==> src/rtl/tc_pkg.sv <==
// Shared definitions for the timer/counter: FSM states, register offsets,
// CTRL field layout and MODE encodings.
package tc_pkg;

    typedef enum logic [1:0] {
        ST_IDLE = 2'd0,
        ST_LOAD = 2'd1,
        ST_CNT  = 2'd2,
        ST_INT  = 2'd3
    } tc_state_e;

    localparam logic [1:0] OFF_CTRL   = 2'd0;
    localparam logic [1:0] OFF_PRESET = 2'd1;
    localparam logic [1:0] OFF_COUNT  = 2'd2;
    localparam logic [1:0] OFF_RSVD   = 2'd3;

    localparam logic [1:0] MODE_ONESHOT = 2'd0;
    localparam logic [1:0] MODE_RELOAD  = 2'd1;

    // Packed so that EN lands on bit 0, MODE on [2:1] and IM on bit 3.
    typedef struct packed {
        logic       im;
        logic [1:0] mode;
        logic       en;
    } tc_ctrl_t;

    function automatic logic [31:0] ctrl_to_word(input tc_ctrl_t c);
        return {28'h0, c};
    endfunction

endpackage

==> src/rtl/timer_counter.sv <==
// Memory-mapped down-counting timer with one-shot and auto-reload modes
// and a maskable level interrupt.
module timer_counter
    import tc_pkg::*;
#(
    parameter logic [31:0] PRESET_RST = 32'h0
) (
    input  logic        clk,
    input  logic        rst_n,
    input  logic [31:2] addr,
    input  logic        we,
    input  logic [31:0] din,
    output logic [31:0] dout,
    output logic        irq
);

    tc_state_e   state_q;
    tc_state_e   state_d;
    tc_ctrl_t    ctrl_q;
    logic [31:0] preset_q;
    logic [31:0] count_q;
    logic [31:0] count_d;
    logic        irq_flag_q;

    logic        flag_set;
    logic        flag_clr;
    logic        fsm_clr_en;
    logic        wr_ctrl;
    logic        wr_preset;
    logic        unused_addr;

    assign unused_addr = ^addr[31:4];
    assign wr_ctrl     = we && (addr[3:2] == OFF_CTRL);
    assign wr_preset   = we && (addr[3:2] == OFF_PRESET);

    always_ff @(posedge clk or negedge rst_n) begin
        if (!rst_n) begin
            state_q <= ST_IDLE;
            count_q <= 32'h0;
        end else begin
            state_q <= state_d;
            count_q <= count_d;
        end
    end

    // A count of 0 or 1 both expire on the next CNT cycle, so PRESET=0
    // behaves like PRESET=1 and COUNT never wraps.
    always_comb begin
        state_d    = state_q;
        count_d    = count_q;
        flag_set   = 1'b0;
        flag_clr   = 1'b0;
        fsm_clr_en = 1'b0;
        case (state_q)
            ST_IDLE: begin
                if (ctrl_q.en) begin
                    state_d = ST_LOAD;
                end
            end
            ST_LOAD: begin
                count_d = preset_q;
                state_d = ST_CNT;
            end
            ST_CNT: begin
                if (!ctrl_q.en) begin
                    state_d = ST_IDLE;
                end else if (count_q > 32'd1) begin
                    count_d = count_q - 32'd1;
                end else begin
                    count_d  = 32'h0;
                    flag_set = 1'b1;
                    state_d  = ST_INT;
                end
            end
            ST_INT: begin
                if (ctrl_q.mode == MODE_RELOAD) begin
                    flag_clr = 1'b1;
                end else begin
                    fsm_clr_en = 1'b1;
                end
                state_d = ST_IDLE;
            end
            default: state_d = ST_IDLE;
        endcase
    end

    // The bus write takes priority over the FSM dropping EN in the same cycle.
    always_ff @(posedge clk or negedge rst_n) begin
        if (!rst_n) begin
            ctrl_q <= '0;
        end else if (wr_ctrl) begin
            ctrl_q <= tc_ctrl_t'(din[3:0]);
        end else if (fsm_clr_en) begin
            ctrl_q.en <= 1'b0;
        end
    end

    always_ff @(posedge clk or negedge rst_n) begin
        if (!rst_n) begin
            preset_q <= PRESET_RST;
        end else if (wr_preset) begin
            preset_q <= din;
        end
    end

    always_ff @(posedge clk or negedge rst_n) begin
        if (!rst_n) begin
            irq_flag_q <= 1'b0;
        end else if (wr_ctrl) begin
            irq_flag_q <= 1'b0;
        end else if (flag_set) begin
            irq_flag_q <= 1'b1;
        end else if (flag_clr) begin
            irq_flag_q <= 1'b0;
        end
    end

    assign irq = irq_flag_q && ctrl_q.im;

    always_comb begin
        dout = 32'h0;
        case (addr[3:2])
            OFF_CTRL:   dout = ctrl_to_word(ctrl_q);
            OFF_PRESET: dout = preset_q;
            OFF_COUNT:  dout = count_q;
            default:    dout = 32'h0;
        endcase
    end

endmodule

==> config.mk <==
export PLATFORM = sky130hd
export DESIGN_NAME = timer_counter
export DESIGN_NICKNAME = d
export VERILOG_FILES = /design/src/rtl/tc_pkg.sv /design/src/rtl/timer_counter.sv
export SDC_FILE = /design/constraint.sdc
export NUM_CORES = 1
export LEC_CHECK = 0
export CAP_MARGIN = 20
export CORE_ASPECT_RATIO = 1.5
export CORE_MARGIN = 2
export CORE_UTILIZATION = 54
export DETAILED_ROUTE_END_ITERATION = 12
export HOLD_SLACK_MARGIN = 0.15
export PLACE_DENSITY_LB_ADDON = 0.2
export SETUP_SLACK_MARGIN = 0.3
export SLEW_MARGIN = 20
export SYNTH_ARGS = -nofsm -noshare
export SYNTH_HDL_FRONTEND = slang
export SYNTH_SLANG_ARGS = --single-unit
==> constraint.sdc <==
create_clock -name clk -period 6 [get_ports clk]
set_input_delay 0.6 -clock clk [delete_from_list [all_inputs] [get_ports clk]]
set_output_delay 0.6 -clock clk [all_outputs]
set_load 0.02 [all_outputs]
==> results.md <==
- Hold Buf Count CTS: 0
- Pwr Density: ~410 nW/um^2
- Register bit count reported by yosys: between 70 and 80
- Clock buffer count from CTS: 9
- CTS max path bufs: 2
- Seq. cell area: around 1800 um^2
- DP Wirelength: between 7000 and 8000 um
- Worst hold path type: input pin to asynchronous set/reset pin
- Global-route wire length before repair: 17800 um
- Syn Nets: a little under 500
- Number of max-cap violations: 0
- Unrepaired setup endpoints after global routing: no
- Initial core utilization: 56.3%
- VDD IR max: approximately 0.00023 V
- First-pass DRT Iterations: 5
- Die Y-Extent: about 110 um
- Startpoint type of the worst setup path: input pin
- Kind of critical path: input pin to primary output
- Post-synth EDFFs: 0
- Post-CTS Resized: 0
- Syn Area/Cell: around 9.9 um^2
- DIE AREA: between 8000 and 9000 um^2
- DR iter-0 viols: between 300 and 400
- CTS tree: built
- Area of the multi-input gates: 2150 um^2
- Relative slew slack: ~40%
- Wire per inst: ~19 um
- Drt drc: 0
- Fraction of layout cells with a size suffix above 1: ~13%
- Main combinational cell family by area after synthesis: simple AND/OR/NAND/NOR gates
- Core area: around 7300 um^2
- Final count of negative-setup-slack endpoints: 0
- Most used DFF post-synth: dfrtp_1
- Post-CTS setup buffers: 0
- Post-Route Skew: roughly 0.0093 ns
- Inserted Diodes: 0
- Setup TNS: 0 ns
- Filler cells: between 600 and 700
- Critical path data arrival time: between 3 and 4 ns
- IO Pins: 98
- Initial antenna violation count: 0
- Achievable Freq: ~270 MHz
- Cell Count, Final, Fillers Out: 574
- Placed cell count: about 560
- Pleak: just under 2 nW
- Status: finished, final reports clean
- Yosys Warn Count: 0
- Final WL: 10800 um
- Core Rows: 38
- Synth unique cells: 50
- Compound-gate portion of the synthesized area: 19.9%
- Mapped Cells: 414
- Vias per cell: 6.46
- Max-slew violations: 0
- Worst Setup End Kind: primary output
- Synthesized area: 4100 um^2
- Layout area overhead: 21.3%
- CTS clk-pin slew, worst paths: approximately 0.070 ns
- GRT overflow: 0
- Final hold violation count: 0
- DIE WIDTH: around 75 um
- Via count: about 3700
- Post-Synth XOR/XNOR Area: 0%
- Placer Congestion: ~0.92
- Mux share of post-synthesis cell area: between 10% and 20%
- H-tree levels: 3
- Final Util: between 60% and 70%
- Worst-Skew Late Latency: about 0.35 ns
- Req. time, crit path: approximately 5.4 ns
- Total track usage: 27.7%
- Final Cell Area: slightly below 5000 um^2
- Ys async rst share: 100%
- Placed instance area: roughly 4800 um^2
- Register area share after synthesis: a little over two fifths
- Post-Synth Simple-Gate Area: about a fifth
- Adder-Cell Fraction of Synth Area: less than 1%
- Worst slew pin tran: between 0.9 and 1 ns
- Crit share post-route: between 60% and 70%
- Total power: ~2.0 mW
- Layout Nets: 536
- Largest net degree at the start of global routing: roughly 70
- Tmin final: between 3 and 4 ns
- Clock sinks: 71
- I/O Buffers: roughly 70
- Final antenna-violating net count: 0
- Vias in the first global route: 3715
- Clock root cell: clkbuf_8
- Crit path max fanout: 18
[cell families (layout without fill, tap and decap cells)]
group | Yosys count | count (layout)
compound gates | 114 | 114
fa+ha+maj | 2 | 2
buf+inv | 35 | 95
flops | 71 | 71
mux | 42 | 42
simple gates | 150 | 150
[registers in the layout (all words and copies together) (netlist names)]
name / cells
count_q: 32
ctrl_q: 4
irq_flag_q: 1
preset_q: 32
state_q: 2
[cell usage in the layout (no fill, tap or decap), types with 7 or more instances in the layout]
master | synthesis | final
nand3_1 | 17 | 17
and3_1 | 18 | 18
o311ai_0 | 11 | 11
nor2_1 | 15 | 15
clkbuf_8 | 2 | 11
o21ai_0 | 12 | 12
or4_1 | 9 | 9
or3_1 | 7 | 7
nor4_1 | 11 | 11
a22o_1 | 27 | 27
dfrtp_1 | 71 | 71
o211ai_1 | 12 | 12
nand4_1 | 13 | 13
mux2i_1 | 7 | 7
nand2_1 | 27 | 27
nor3_1 | 7 | 7
mux2_2 | 35 | 35
a21oi_1 | 26 | 26
clkdlybuf4s50_1 | 0 | 68
[Yosys cell counts, types with 5 or more instances]
| master | number | area, um^2 |
|---|---|---|
| buf_1 | 7 | 26.3 |
| nand4_1 | 13 | 81.3 |
| nand3_1 | 17 | 85.1 |
| a21oi_1 | 26 | 130 |
| o211ai_1 | 12 | 90.1 |
| dfrtp_1 | 71 | 1780 |
| and3_1 | 18 | 113 |
| nor4_1 | 11 | 68.8 |
| nor2_1 | 15 | 56.3 |
| or4_1 | 9 | 67.6 |
| o21ai_0 | 12 | 60.1 |
| clkbuf_1 | 16 | 60.1 |
| o311ai_0 | 11 | 96.3 |
| inv_1 | 5 | 18.8 |
| mux2_2 | 35 | 394 |
| or3_1 | 7 | 43.8 |
| nor3_1 | 7 | 35.0 |
| a31oi_1 | 5 | 31.3 |
| mux2i_1 | 7 | 70.1 |
| a22o_1 | 27 | 236 |
| nand2_1 | 27 | 101 |
[area by class of cell]
type | instances | share of cell area, %
multi-input cells | 308 | 43.4
flip-flops and latches | 71 | 35.8
repair buffers | 74 | 14.6
clock buffers | 16 | 3.42
well taps | 100 | 2.52
inverters | 5 | 0.378
[worst paths after layout]
| path | cells past startpoint | slack, ns | to | start |
|---|---|---|---|---|
| worst min-delay path | 2 | 0.46 | preset_q[30]$_DFFE_PN0P_ | rst_n |
| worst max register to register | 5 | 3.15 | count_q[26]$_DFFE_PN0P_ | count_q[24]$_DFFE_PN0P_ |
| min in group clk | 1 | 0.53 | preset_q[28]$_DFFE_PN0P_ | preset_q[28]$_DFFE_PN0P_ |
| worst max-delay path | 5 | 2.29 | dout[12] | addr[2] |
| worst min register to register | 1 | 0.53 | preset_q[28]$_DFFE_PN0P_ | preset_q[28]$_DFFE_PN0P_ |
| max in group asynchronous | 2 | 4.96 | ctrl_q[0]$_DFFE_PN0P_ | rst_n |
[where the power goes]
| group | total, mW | switching, mW | internal [mW] | leakage, nW |
|---|---|---|---|---|
| clock | 0.341 | 0.167 | 0.174 | 0.0850 |
| sequential | 0.870 | 0.234 | 0.636 | 0.857 |
| combinational | 0.834 | 0.452 | 0.382 | 1.00 |
[routing by layer]
layer / routed length [um] / up-vias / track usage (%)
li1: - / 1712 / -
met1: 4300 / 1815 / 34.9
met2: 5630 / 154 / 45.9
met3: 576 / 28 / 4.36
met4: 301 / 0 / 11.7
met5: 0 / - / 0
[metrics by stage]
stage,setup slack (ns),hold WS [ns]
floorplan,3.53,0.304
global placement,2.17,0.508
detailed placement,2.32,0.521
CTS,2.31,0.496
global route,2.19,0.553
finish,2.29,0.460
[critical path, stage by stage]
cell and delay, ns:
clkdlybuf4s50_1 0.62, nor2b_2 0.70, buf_4 0.37, a22o_1 0.20, clkdlybuf4s50_1 0.61
No activity file was read; power rests on OpenSTA's default activity.
